### config.mk
export PLATFORM = sky130hd
export DESIGN_NAME = alu_z_stage
export DESIGN_NICKNAME = d
export VERILOG_FILES = /design/src/rtl/alu_z_stage.sv
export SDC_FILE = /design/constraint.sdc
export NUM_CORES = 1
export LEC_CHECK = 0
export ABC_AREA = 0
export CORE_ASPECT_RATIO = 1.5
export CORE_MARGIN = 5
export CORE_UTILIZATION = 35
export CTS_CLUSTER_SIZE = 16
export DETAILED_ROUTE_END_ITERATION = 16
export PLACE_DENSITY = 0.65
export SLEW_MARGIN = 20
export SYNTH_ARGS = -nofsm -noshare
export SYNTH_HDL_FRONTEND = slang
export SYNTH_SLANG_ARGS = --single-unit
### constraint.sdc
create_clock -name clk -period 3.3 [get_ports clk]
set_clock_uncertainty 0.1 [all_clocks]
set_input_delay 0.66 -clock clk [delete_from_list [all_inputs] [get_ports clk]]
set_output_delay 0.66 -clock clk [all_outputs]
set_load 0.05 [all_outputs]
### src/rtl/alu_z_stage.sv
// rtl/alu_z_stage.sv - Z result-capture stage with multi-cycle op sequencing
//
// Captures the selected ALU result into the ZHigh/ZLow register pair. Single-cycle
// ops land on the next edge. Multi-cycle ops (MUL/DIV) are launched with a one-cycle
// mc_start pulse, then the stage waits for mc_done under a TIMEOUT-cycle watchdog.
//
// Ports:
//   clk       in   rising-edge clock
//   clr       in   asynchronous active-high reset
//   Zin       in   capture request for the current ALU op
//   mc_op     in   current op is multi-cycle (sampled with Zin)
//   res_lo    in   ALU result low word
//   res_hi    in   ALU result high word
//   res_wide  in   res_hi is meaningful, otherwise ZHigh is loaded with 0
//   mc_done   in   multi-cycle unit finished, res_* valid this cycle
//   mc_start  out  one-cycle launch pulse for the multi-cycle unit
//   busy      out  waiting on the multi-cycle unit
//   z_valid   out  Z pair holds the result of the last accepted op
//   z_err     out  sticky: last multi-cycle op timed out
//   ZLowout   in   drive ZLow on bus_out (priority)
//   ZHighout  in   drive ZHigh on bus_out
//   bus_out   out  selected Z half, combinational
module alu_z_stage #(
  parameter int DATA_W  = 32,
  parameter int TIMEOUT = 64
) (
  input  logic              clk,
  input  logic              clr,
  input  logic              Zin,
  input  logic              mc_op,
  input  logic [DATA_W-1:0] res_lo,
  input  logic [DATA_W-1:0] res_hi,
  input  logic              res_wide,
  input  logic              mc_done,
  output logic              mc_start,
  output logic              busy,
  output logic              z_valid,
  output logic              z_err,
  input  logic              ZLowout,
  input  logic              ZHighout,
  output logic [DATA_W-1:0] bus_out
);

  localparam int CNT_W = $clog2(TIMEOUT);
  localparam logic [CNT_W-1:0] CNT_LAST = CNT_W'(TIMEOUT - 1);

  typedef enum logic {
    IDLE,
    WAIT_MC
  } state_t;

  state_t              state_q, state_d;
  logic [DATA_W-1:0]   zlo_q, zlo_d;
  logic [DATA_W-1:0]   zhi_q, zhi_d;
  logic                mc_start_q, mc_start_d;
  logic                busy_q, busy_d;
  logic                z_valid_q, z_valid_d;
  logic                z_err_q, z_err_d;
  logic [CNT_W-1:0]    cnt_q, cnt_d;

  always_ff @(posedge clk or posedge clr) begin
    if (clr) begin
      state_q    <= IDLE;
      zlo_q      <= '0;
      zhi_q      <= '0;
      mc_start_q <= 1'b0;
      busy_q     <= 1'b0;
      z_valid_q  <= 1'b0;
      z_err_q    <= 1'b0;
      cnt_q      <= '0;
    end else begin
      state_q    <= state_d;
      zlo_q      <= zlo_d;
      zhi_q      <= zhi_d;
      mc_start_q <= mc_start_d;
      busy_q     <= busy_d;
      z_valid_q  <= z_valid_d;
      z_err_q    <= z_err_d;
      cnt_q      <= cnt_d;
    end
  end

  always_comb begin
    state_d    = state_q;
    zlo_d      = zlo_q;
    zhi_d      = zhi_q;
    mc_start_d = 1'b0;  // launch pulse lasts exactly one cycle
    busy_d     = busy_q;
    z_valid_d  = z_valid_q;
    z_err_d    = z_err_q;
    cnt_d      = cnt_q;

    unique case (state_q)
      IDLE: begin
        // mc_done arriving here is stale and deliberately ignored
        if (Zin) begin
          z_err_d = 1'b0;
          if (mc_op) begin
            mc_start_d = 1'b1;
            busy_d     = 1'b1;
            z_valid_d  = 1'b0;
            cnt_d      = '0;
            state_d    = WAIT_MC;
          end else begin
            zlo_d     = res_lo;
            zhi_d     = res_wide ? res_hi : '0;
            z_valid_d = 1'b1;
          end
        end
      end

      WAIT_MC: begin
        // Zin is ignored while waiting; mc_done beats the watchdog on the same cycle
        if (mc_done) begin
          zlo_d     = res_lo;
          zhi_d     = res_wide ? res_hi : '0;
          z_valid_d = 1'b1;
          busy_d    = 1'b0;
          state_d   = IDLE;
        end else if (cnt_q == CNT_LAST) begin
          z_err_d = 1'b1;
          busy_d  = 1'b0;
          state_d = IDLE;
        end else begin
          cnt_d = cnt_q + CNT_W'(1);
        end
      end

      default: state_d = IDLE;
    endcase
  end

  always_comb begin
    bus_out = '0;
    if (ZLowout) begin
      bus_out = zlo_q;
    end else if (ZHighout) begin
      bus_out = zhi_q;
    end
  end

  assign mc_start = mc_start_q;
  assign busy     = busy_q;
  assign z_valid  = z_valid_q;
  assign z_err    = z_err_q;

endmodule

After elaboration in Yosys (flattened, before gate mapping)
Cells that the tools add are included.
{ "totals": {"reg_bits": 75, "elab_cells": 59} }
{ "classes": {"add_sub_neg": 1, "eq_ne": 9, "muxes": 35, "n_bitwise": 1, "reduce_logical": 5} }
{ "op_table": {"columns": ["op", "count"], "rows": [
  ["$mux 32", 9],
  ["$pmux 32 s2", 2],
  ["$mux 6", 4],
  ["$mux 1", 15],
  ["$ne 2x2->1 const B", 6],
  ["$pmux 6 s2", 1],
  ["$reduce_and 3->1", 3],
  ["$pmux 1 s2", 4],
  ["$add 6x1->6 const B", 1],
  ["$eq 6x6->1 const B", 1],
  ["$reduce_and 4->1", 1],
  ["$ne 3x2->1 const B", 1],
  ["$ne 2x1->1 const B", 1],
  ["$reduce_and 2->1", 1],
  ["$not 1->1", 1]
]} }

Depth between registers and ports, before layout
Gate-level depths: netlist of run 1.
{ "depth": {"depth_word": 4, "ltp_mapped": 5, "ltp_nobuf": 4} }

Worst setup path before layout of run 1
No wires, ideal clock.
{ "synth_timing": {"path_kind": "input -> output", "from": "in ZLowout", "to": "out bus_out[30]", "arrival_ns": 2.164, "required_ns": 2.540, "path_slack_ns": 0.376, "path_stages": 3, "path_buffers": 2, "path_cell_list": "buf_1 -> clkbuf_1 -> o21ai_0"} }
{ "synth_via": {"elab_chain_cells": 1} }
{ "synth_rtl": {"columns": ["item", "line", "rtl"], "rows": [
  ["start, declared", "39", "input logic ZLowout,"],
  ["$mux 32", "135", "if (ZLowout) begin"],
  ["end, declared", "41", "output logic [DATA_W-1:0] bus_out"]
]} }
No other way between the ends.

Worst setup path after layout of run 1
{ "layout_timing": {"from": "in ZHighout", "to": "out bus_out[22]"} }
{ "layout_via": {"elab_chain_cells": 2} }
{ "layout_rtl": {"columns": ["item", "line", "rtl"], "rows": [
  ["start, declared", "40", "input logic ZHighout,"],
  ["$mux 32", "137", "end else if (ZHighout) begin"],
  ["$mux 32", "135", null]
]} }
No other way between the ends.

==> impl_results.md, run 1 <==
* Clock share of power at 0.348
* Worst slack, placed at a little under 600 ps
* Via count at 2,681
* Critical path startpoint category: primary input
* Detail Placement HPWL at around 6400 um
* Vias in the first global route at between 2k and 3k
* Die area at 12,300 um^2
* FMAX at about 0.37 GHz
* Reg power frac at 0.351
* Area growth syn-to-layout at 49.9%
* Starting Density at 0.354
* Placed instance area at 4940 um^2
* First-pass GRT wire length at approximately 15,000 um
* Post-Synth Simple-Gate Area at 0.0805
* Largest family of logic cells by synthesized area: multiplexers
* Max-slew violation count at 0
* Num Clock Sinks at 75
* Worst reg2reg path startpoint: state_q
* Pre-antenna DRT Iters at 4
* Yosys warnings at 0
* Crit Path Category: primary input to primary output
* Critical Path RT at about 2500 ps
* Share of layout cells above drive strength 1 at 0.156
* Pwr dens at approximately 660 nW/um^2
* Post-route setup TNS at 0 ps
* N_diodes at 0
* CTS Buffer Depth at 2
* Worst slew pin tran at between 500 and 600 ps
* Status: finished clean
* Hold Worst Slack at a little under 400 ps
* Chip Width at slightly above 90 um
* Hold/Removal Path Class: flip-flop to flip-flop
* Switching power at 1.04 mW
* Initial antenna violation count at 0
* Port Buf Inserts at 107
* I/O Pins at 108
* Largest net degree at the start of global routing at 65
* Setup Fix Bufs, Post-CTS at 0
* Register area share after synthesis at 0.529
* Worst-path clk slew at 60 ps
* Hold Path End: zlo_q[18]
* CTS tree: built
* Setup violations, final at 0
* Max_cap viols at 0
* Worst reg2reg path depth at 4
* Final worst slack at about 600 ps
* Routed WL per cell at between 15 and 20 um
* Adder-cell share of the synthesized area at 0.00353
* P_int at around 2.5 mW
* DRC Markers at 0
* Row count at 45
* Clock Tree Root: clkbuf_16
* Routed vias/inst at 4.91
* Setup slack, reg-to-reg at between 1000 and 1500 ps
* Drt initial violations at 81
* Cell variety after synth at 33
* Core Box Area at 10,000 um^2
* Pleak at about 2.5 nW
* Switching portion of total power at 0.297
* Mapped Cells at approximately 320
* Total GRT Usage at 0.149
* Htree depth at 3
* Worst Hold Depth at 1
* Syn Nets at 390
* Final Power at approximately 3.5 mW
* Post-CTS sizing at 0
* CP Max Fanout at 13
* Hold Fails Final Rpt at 0
* Routed Wire Length at 8890 um
* Hold path start: zlo_q[18]
* Worst R2R End: zlo_q[25]
* Max_slew headroom at 0.657
* Worst-Skew Late Latency at about 330 ps
* Routed Antenna Nets at 0
* XOR/XNOR share of the synthesized area at 0
* Synth Area per Inst at 11.2 um^2
* Cts bufs inserted at 9
* Peak supply drop at a little over 0.0004 V
* CP Capture Type: primary output
* Fin nets at between 400 and 500
* Min Tclk post-route at around 2700 ps
* Mapped Area at 3540 um^2
* Yosys reg bits at 75
* Worst path arrival time at approximately 1900 ps
* Hold Buf Count CTS at 0
* Multiplexer area fraction after synthesis at 0.195
* Post-route cell area at 5310 um^2
* Post-synthesis compound-gate area fraction at 0.113
* Die H at 133 um
* Combinational share of power at 0.301
* GRT overflow at 0
* RSZ-0062 raised after global routing: no
* GPL Wtd Cong at about 0.76
* Period utilisation layout at 0.819
## cell usage in the layout (no fill, tap or decap), types with 2 or more instances in the layout
cell | synthesis | final
nand2_1 | 50 | 50
a22o_1 | 26 | 26
o2bb2a_1 | 2 | 2
nand2b_1 | 2 | 2
buf_4 | 1 | 15
a21oi_1 | 3 | 3
buf_12 | 0 | 26
mux2i_1 | 33 | 33
clkdlybuf4s50_1 | 0 | 74
mux2_2 | 4 | 4
clkbuf_16 | 0 | 9
dfrtp_1 | 75 | 75
inv_1 | 37 | 36
o21ai_0 | 14 | 14
a31o_2 | 2 | 2
mux2_1 | 28 | 28
bufinv_16 | 0 | 4
nor2_1 | 2 | 2
nand3_1 | 4 | 4
nand4_1 | 2 | 2
## worst max path at each step
| stage | start | endpoint | slack (ps) | cells past startpoint |
|---|---|---|---|---|
| CTS | ZHighout | bus_out[22] | 580 | 5 |
| detailed placement | ZHighout | bus_out[22] | 590 | 5 |
| floorplan | ZLowout | bus_out[30] | 380 | 3 |
| finish | ZHighout | bus_out[22] | 600 | 5 |
| global route | ZHighout | bus_out[22] | 530 | 5 |
| global placement | ZHighout | bus_out[22] | 570 | 5 |
## logic make-up after synthesis
kind of cell	count (synthesis)
simple gates	66
flops	75
buf+inv	57
compound gates	53
fa+ha+maj	1
mux	65
## flip-flops by register name, summed over array words and instances, names as in the netlist
name      flops
busy          1
cnt_q         6
mc_start      1
state_q       1
z_err         1
z_valid       1
zhi_q        32
zlo_q        32
## worst max-delay path: stages
cell and delay [ps]:
clkdlybuf4s50_1 500, nor2b_2 170, buf_4 230, a22o_1 230
buf_12 150
## synthesized netlist by cell type
cell,count,area (um^2)
a211o_1,1,8.76
a21oi_1,3,15.0
a22o_1,26,228
a22oi_1,1,7.51
a2bb2oi_1,1,8.76
a31o_2,2,17.5
and3_1,1,6.26
buf_1,1,3.75
buf_2,4,20.0
buf_4,1,7.51
buf_6,3,33.8
buf_8,3,45.0
clkbuf_1,8,30.0
dfrtp_1,75,1880
ha_1,1,12.5
inv_1,37,139
mux2_1,28,315
mux2_2,4,45.0
mux2i_1,33,330
nand2_1,50,188
nand2b_1,2,12.5
nand3_1,4,20.0
nand3b_1,1,7.51
nand4_1,2,12.5
nor2_1,2,7.51
nor2b_1,2,12.5
nor4b_1,1,8.76
nor4bb_1,1,10.0
o21ai_0,14,70.1
o22ai_1,1,6.26
o2bb2a_1,2,20.0
o311a_1,1,10.0
o32ai_1,1,8.76
## through the flow
step,util,instances
finish,0.530,546
global route,0.530,546
CTS,0.530,546
detailed placement,0.493,530
global placement,0.493,530
floorplan,-,317
## final cells by class
cell class / count / area, um^2
inverters: 37 / 139
clock inverters: 6 / 136
fillers: 878 / 4710
well taps: 117 / 146
clock buffers: 10 / 239
flip-flops and latches: 75 / 1880
multi-input cells: 185 / 1400
repair buffers: 116 / 1380
## power groups by stage
| stage | registers [mW] | logic, mW | clock network, mW |
|---|---|---|---|
| final | 1.22 | 1.05 | 1.21 |
| after global routing | 1.25 | 1.12 | 1.29 |
| after CTS | 1.23 | 1.07 | 1.24 |
| after floorplan | 1.22 | 0.626 | 0 |
| after detailed placement | 1.24 | 1.07 | 0 |
| after global placement | 1.23 | 1.05 | 0 |
## layer usage
metal | up-vias | global-route usage | wire length (um)
li1 | 1290 | - | -
met1 | 1303 | 0.173 | 3610
met2 | 73 | 0.264 | 4640
met3 | 15 | 0.0350 | 426
met4 | 0 | 0.0595 | 204
met5 | - | 0 | 0
No activity file was read; power rests on OpenSTA's default activity.
==> run 2, diff against run 1 <==
--- a/config.mk
+++ b/config.mk
@@ -11,7 +11,7 @@
 export CORE_UTILIZATION = 35
 export CTS_CLUSTER_SIZE = 16
 export DETAILED_ROUTE_END_ITERATION = 16
-export PLACE_DENSITY = 0.65
+export PLACE_DENSITY = 0.67
 export SLEW_MARGIN = 20
 export SYNTH_ARGS = -nofsm -noshare
 export SYNTH_HDL_FRONTEND = slang
==> constraint.sdc (replaced) <==
create_clock -name clk -period 2.3 [get_ports clk]
set_clock_uncertainty 0.1 [all_clocks]
set_input_delay 0.46 -clock clk [delete_from_list [all_inputs] [get_ports clk]]
set_output_delay 0.46 -clock clk [all_outputs]
set_load 0.05 [all_outputs]
==> impl_results.md, run 2 (synthesized netlist as in run 1, its figures left out) <==
* Critical path startpoint category: primary input (unchanged)
* Routed Wire Length at 8830 um (was 8890 um)
* Worst reg2reg path depth at 4 (unchanged)
* Die H at 133 um (unchanged)
* Worst Hold Depth at 1 (unchanged)
* Final worst slack at 67.4 ps (was 596 ps)
* Commonest non-fill, non-tap cell in the layout: dfrtp_1 (unchanged)
* Worst-Skew Late Latency at 320 ps (was 330 ps)
* Min Tclk post-route at 2230 ps
* Routed vias/inst at 4.99 (was 4.91)
* GRT overflow at 0 (unchanged)
* Drt initial violations at 130 (was 81)
* Worst-path clk slew at 60 ps (about the same)
* Largest registers: zhi_q (32), zlo_q (32), cnt_q (6) (unchanged)
* Share of layout cells above drive strength 1 at 0.162 (was 0.156)
* Hold path start: zlo_q[19] (was zlo_q[18])
* Routed Antenna Nets at 0 (unchanged)
* Total GRT Usage at 0.151 (was 0.149)
* Pleak at 2.53 nW (was 2.49 nW)
* Status: finished clean (unchanged)
* Row count at 45 (unchanged)
* Max_cap viols at 0 (unchanged)
* Pre-antenna DRT Iters at 4 (unchanged)
* Cts bufs inserted at 9 (unchanged)
* Peak supply drop at 0.000438 V (was 0.000415 V)
* Hold Fails Final Rpt at 0 (unchanged)
* CP Max Fanout at 25 (was 13)
* Multi-input logic area at 1400 um^2 (unchanged)
* Port Buf Inserts at 107 (unchanged)
* FF+latch area at 1880 um^2 (unchanged)
* Clock Tree Root: clkbuf_16 (unchanged)
* Placed cell count at 533 (was 530)
* Fin nets at 500 (was 497)
* Detail Placement HPWL at 6300 um (was 6380 um)
* Vias in the first global route at 3,106 (was 2,941)
* Max-slew violation count at 0 (unchanged)
* Largest net degree at the start of global routing at 76 (was 65)
* Worst path arrival time at 1670 ps (was 1940 ps)
* Chip Width at 92.2 um (unchanged)
* Hold Path End: zlo_q[19] (was zlo_q[18])
* First-pass GRT wire length at 14,800 um (was 14,600 um)
* Setup slack, reg-to-reg at 360 ps (was 1330 ps)
* Crit-path max cell delay at 470 ps (was 500 ps)
* Hold/Removal Path Class: flip-flop to flip-flop (unchanged)
* Max_slew headroom at 0.669 (was 0.657)
* I/O Pins at 108 (unchanged)
* N_diodes at 0 (unchanged)
* Post-route setup TNS at 0 ps (unchanged)
* Setup Fix Bufs, Post-CTS at 0 (unchanged)
* Slowest stage cell, crit path: clkdlybuf4s50_1 (unchanged)
* Crit Path Category: primary input to primary output (unchanged)
* CP Cell Sequence: clkdlybuf4s50_1, nor2b_2, buf_12, a22o_1, buf_12 (was clkdlybuf4s50_1, nor2b_2, buf_4, a22o_1, buf_12)
* Worst slew pin tran at 495 ps (was 514 ps)
* Finished Layout Cells at 549 (was 546)
* Starting Density at 0.354 (unchanged)
* Most frequent cells in the layout: dfrtp_1, clkdlybuf4s50_1, nand2_1, inv_1, buf_12 (was dfrtp_1, clkdlybuf4s50_1, nand2_1, inv_1, mux2i_1)
* Hold Buf Count CTS at 0 (unchanged)
* Setup violations, final at 0 (unchanged)
* FMAX at about 0.45 GHz
* Core Box Area at 10,000 um^2 (unchanged)
* Final Power at 4.89 mW (was 3.49 mW)
* Die area at 12,300 um^2 (unchanged)
* Critical Path RT at 1740 ps (was 2540 ps)
* Fill cells at 898 (was 878)
* Hold Worst Slack at 392 ps (was 394 ps)
* Routed WL per cell at 16.1 um (was 16.3 um)
* Post-CTS sizing at 0 (unchanged)
* Pwr dens at 903 nW/um^2 (was 657 nW/um^2)
* Num Clock Sinks at 75 (unchanged)
* RSZ-0062 raised after global routing: no (unchanged)
* DRC Markers at 0 (unchanged)
* Period utilisation layout at 0.971
* CTS Buffer Depth at 2 (unchanged)
* GPL Wtd Cong at 0.782 (was 0.760)
* Worst R2R End: zlo_q[17] (was zlo_q[25])
* Htree depth at 3 (unchanged)
* Area growth syn-to-layout at 52.8% (was 49.9%)
* Initial antenna violation count at 0 (unchanged)
* CTS tree: built (unchanged)
* Crit path top cell by count: buf_12
* Worst slack, placed at 39.8 ps (was 587 ps)
* Worst reg2reg path startpoint: state_q (unchanged)
* CP Capture Type: primary output (unchanged)
* Via count at 2,742 (was 2,681)
[run 2: cell count changes in the layout (fill, tap and decap cells not counted), sizes merged]
cell	delta
buf	+3
bufinv	-2
clkinv	+2
clkbuf	+1
inv	-1
[run 2: area by class of cell]
cell class | count | share of cell area
clock buffers | 11 | 0.0467
clock inverters | 5 | 0.0139
inverters | 37 | 0.0263
multi-input cells | 185 | 0.258
flip-flops and latches | 75 | 0.347
well taps | 117 | 0.0270
repair buffers | 119 | 0.282
[run 2: worst max-delay path by stage]
| stage | slack [ps] | endpoint | cells after the start | startpoint |
|---|---|---|---|---|
| detailed placement | 40 | zlo_q[26] | 5 | mc_op |
| floorplan | -220 | bus_out[30] | 3 | ZLowout |
| global route | 5 | bus_out[28] | 5 | ZHighout |
| finish | 70 | bus_out[23] | 5 | ZHighout |
| global placement | 40 | bus_out[23] | 5 | ZHighout |
| CTS | 40 | bus_out[23] | 5 | ZHighout |
[run 2: critical path: cells and delay by family]
kind            cells  cell delay (ps)
compound gates      1              220
buf+inv             3              800
simple gates        1              180
[run 2: layer usage]
metal,global-route usage,part of all wire,vias up
met3,0.0294,0.045,14
met4,0.0636,0.018,0
met2,0.275,0.55,68
met5,0,0,-
met1,0.170,0.39,1361
li1,-,-,1299
[run 2: power by group]
part / internal [mW] / total (mW) / switching [mW]
registers: 1.59 / 1.76 / 0.173
clock network: 1.00 / 1.53 / 0.525
logic: 0.807 / 1.60 / 0.794
[run 2: stage by stage]
step                      utilization  instance area, um^2
after detailed placement        0.508                 5090
after global routing            0.540                 5420
after floorplan                     -                 3550
after CTS                       0.540                 5420
final                           0.540                 5420
after global placement          0.508                 5090
==> run 3, diff against run 2 <==
--- a/config.mk
+++ b/config.mk
@@ -7,7 +7,7 @@
 export LEC_CHECK = 0
 export ABC_AREA = 0
 export CORE_ASPECT_RATIO = 1.5
-export CORE_MARGIN = 5
+export CORE_MARGIN = 2
 export CORE_UTILIZATION = 35
 export CTS_CLUSTER_SIZE = 16
 export DETAILED_ROUTE_END_ITERATION = 16
==> impl_results.md, run 3 (synthesized netlist as in run 1, its figures left out) <==
* Area growth syn-to-layout at 53.4% (was 52.8%)
* N_diodes at 0 (unchanged)
* Detail Placement HPWL at 6110 um (was 6300 um)
* Vias in the first global route at 3,008 (was 3,106)
* Pleak at 2.54 nW (was 2.53 nW)
* Worst path arrival time at 1700 ps (was 1670 ps)
* Multi-input logic area at 1410 um^2 (was 1400 um^2)
* Max-slew violation count at 0 (unchanged)
* Setup crit start: ZHighout (unchanged)
* Crit path depth at 5 (unchanged)
* Share of layout cells above drive strength 1 at 0.165 (was 0.162)
* CP Capture Type: primary output (unchanged)
* FF+latch area at 1880 um^2 (unchanged)
* CP endpoint: bus_out[21] (was bus_out[23])
* Hold Fails Final Rpt at 0 (unchanged)
* CTS Buffer Depth at 2 (unchanged)
* Fill cells at 852 (was 898)
* Placed instance area at 5160 um^2 (was 5090 um^2)
* Routed Antenna Nets at 0 (unchanged)
* Cell family with most CP delay: buffers and inverters (unchanged)
* Period utilisation layout at 0.982 (was 0.971)
* CP Cell Sequence: clkdlybuf4s50_1, nor2b_2, buf_12, a22o_1, buf_12 (unchanged)
* Max_slew headroom at 0.628 (was 0.669)
* Chip Width at 86.2 um (was 92.2 um)
* GPL Wtd Cong at 0.760 (was 0.782)
* Slowest stage cell, crit path: clkdlybuf4s50_1 (unchanged)
* Core Box Area at 9970 um^2 (was 10,000 um^2)
* Most frequent cells in the layout: dfrtp_1, clkdlybuf4s50_1, nand2_1, buf_12, inv_1 (was dfrtp_1, clkdlybuf4s50_1, nand2_1, inv_1, buf_12)
* Crit-path max cell delay at 480 ps (was 470 ps)
* Post-route cell area at 5440 um^2 (was 5420 um^2)
* Critical Path RT at 1740 ps (about the same)
* CTS tree: built (unchanged)
* Max_cap viols at 0 (unchanged)
* Port Buf Inserts at 107 (unchanged)
* Pre-antenna DRT Iters at 5 (was 4)
* Initial antenna violation count at 0 (unchanged)
* Crit path top cell by count: buf_12 (unchanged)
* Critical path startpoint category: primary input (unchanged)
* Pwr dens at 857 nW/um^2 (was 903 nW/um^2)
* Largest registers: zhi_q (32), zlo_q (32), cnt_q (6) (unchanged)
* Crit Path Category: primary input to primary output (unchanged)
* Routed Wire Length at 8410 um (was 8830 um)
* DRC Markers at 0 (unchanged)
* Final Power at 4.66 mW (was 4.89 mW)
* Status: finished clean (unchanged)
* Worst reg2reg path startpoint: state_q (unchanged)
* Routed vias/inst at 4.92 (was 4.99)
* Worst reg2reg path depth at 5 (was 4)
* Die area at 11,000 um^2 (was 12,300 um^2)
* Hold/Removal Path Class: flip-flop to flip-flop (unchanged)
* Via count at 2,719 (was 2,742)
* Clock Tree Root: clkbuf_16 (unchanged)
* Setup violations, final at 0 (unchanged)
* Worst-Skew Late Latency at 320 ps (about the same)
* Fin nets at 504 (was 500)
* Total GRT Usage at 0.166 (was 0.151)
* Drt initial violations at 96 (was 130)
* CP Max Fanout at 25 (unchanged)
* Setup slack, reg-to-reg at 440 ps (was 360 ps)
* Htree depth at 3 (unchanged)
* GRT overflow at 0 (unchanged)
* WP buf/inv at 3 (unchanged)
* Hold Buf Count CTS at 0 (unchanged)
* I/O Pins at 108 (unchanged)
* Min Tclk post-route at 2260 ps (was 2230 ps)
* First-pass GRT wire length at 14,300 um (was 14,800 um)
* Die H at 127 um (was 133 um)
* Routed WL per cell at 15.2 um (was 16.1 um)
* Largest net degree at the start of global routing at 33 (was 76)
* Num Clock Sinks at 75 (unchanged)
* Worst-path clk slew at 60 ps (about the same)
* Commonest non-fill, non-tap cell in the layout: dfrtp_1 (unchanged)
* Worst slew pin tran at 557 ps (was 495 ps)
* Worst R2R End: zlo_q[27] (was zlo_q[17])
* Peak supply drop at 0.000515 V (was 0.000438 V)
* FMAX at 0.443 GHz (was 0.448 GHz)
* Starting Density at 0.356 (was 0.354)
* Row count at 45 (unchanged)
* RSZ-0062 raised after global routing: yes (was no)
* Cts bufs inserted at 9 (unchanged)
==> run 3: metrics by stage <==
stage | TNS, ps | worst slack, ps | hold WS, ps | instances | util
after global routing | -2.05 | -2.05 | 415 | 553 | 0.546
after floorplan | -671 | -224 | 364 | 317 | -
after CTS | 0 | 22.5 | 397 | 553 | 0.545
final | 0 | 42.5 | 393 | 553 | 0.546
after detailed placement | 0 | 28.4 | 385 | 537 | 0.517
after global placement | 0 | 41.7 | 374 | 537 | 0.517
==> run 3: worst min path at each step <==
stage               startpoint   endpoint  slack, ps  cells after the start
finish               zlo_q[19]  zlo_q[19]        390                      1
global route         zlo_q[19]  zlo_q[19]        420                      1
CTS                  zlo_q[30]  zlo_q[30]        400                      1
detailed placement    zlo_q[5]   zlo_q[5]        380                      1
global placement     zlo_q[13]  zlo_q[13]        370                      1
floorplan            zlo_q[30]  zlo_q[30]        360                      1
==> run 3: cell type report <==
| type | count | area share |
|---|---|---|
| inverters | 37 | 0.0262 |
| well taps | 117 | 0.0269 |
| repair buffers | 123 | 0.293 |
| flip-flops and latches | 75 | 0.345 |
| clock inverters | 2 | 0.00184 |
| multi-input cells | 185 | 0.258 |
| clock buffers | 14 | 0.0485 |
==> run 3: metal layers <==
| metal | vias to the layer above | global-route usage | wire (um) |
|---|---|---|---|
| li1 | 1311 | - | - |
| met1 | 1315 | 0.204 | 3380 |
| met2 | 83 | 0.283 | 4450 |
| met3 | 10 | 0.0407 | 492 |
| met4 | 0 | 0.0561 | 90 |
| met5 | - | 0 | 0 |
==> run 3: power breakdown <==
group | total, mW | internal [mW] | switching, mW
Sequential | 1.76 | 1.59 | 0.168
Clock | 1.28 | 0.786 | 0.496
Combinational | 1.62 | 0.826 | 0.794
==> run 3: timing repair <==
| action | in CTS | in global routing |
|---|---|---|
| buffers inserted | 0 | 0 |
| setup endpoints to repair | 0 | 2 |
| resized for setup | 0 | 2 |
| endpoints found under the hold margin | 0 | 0 |
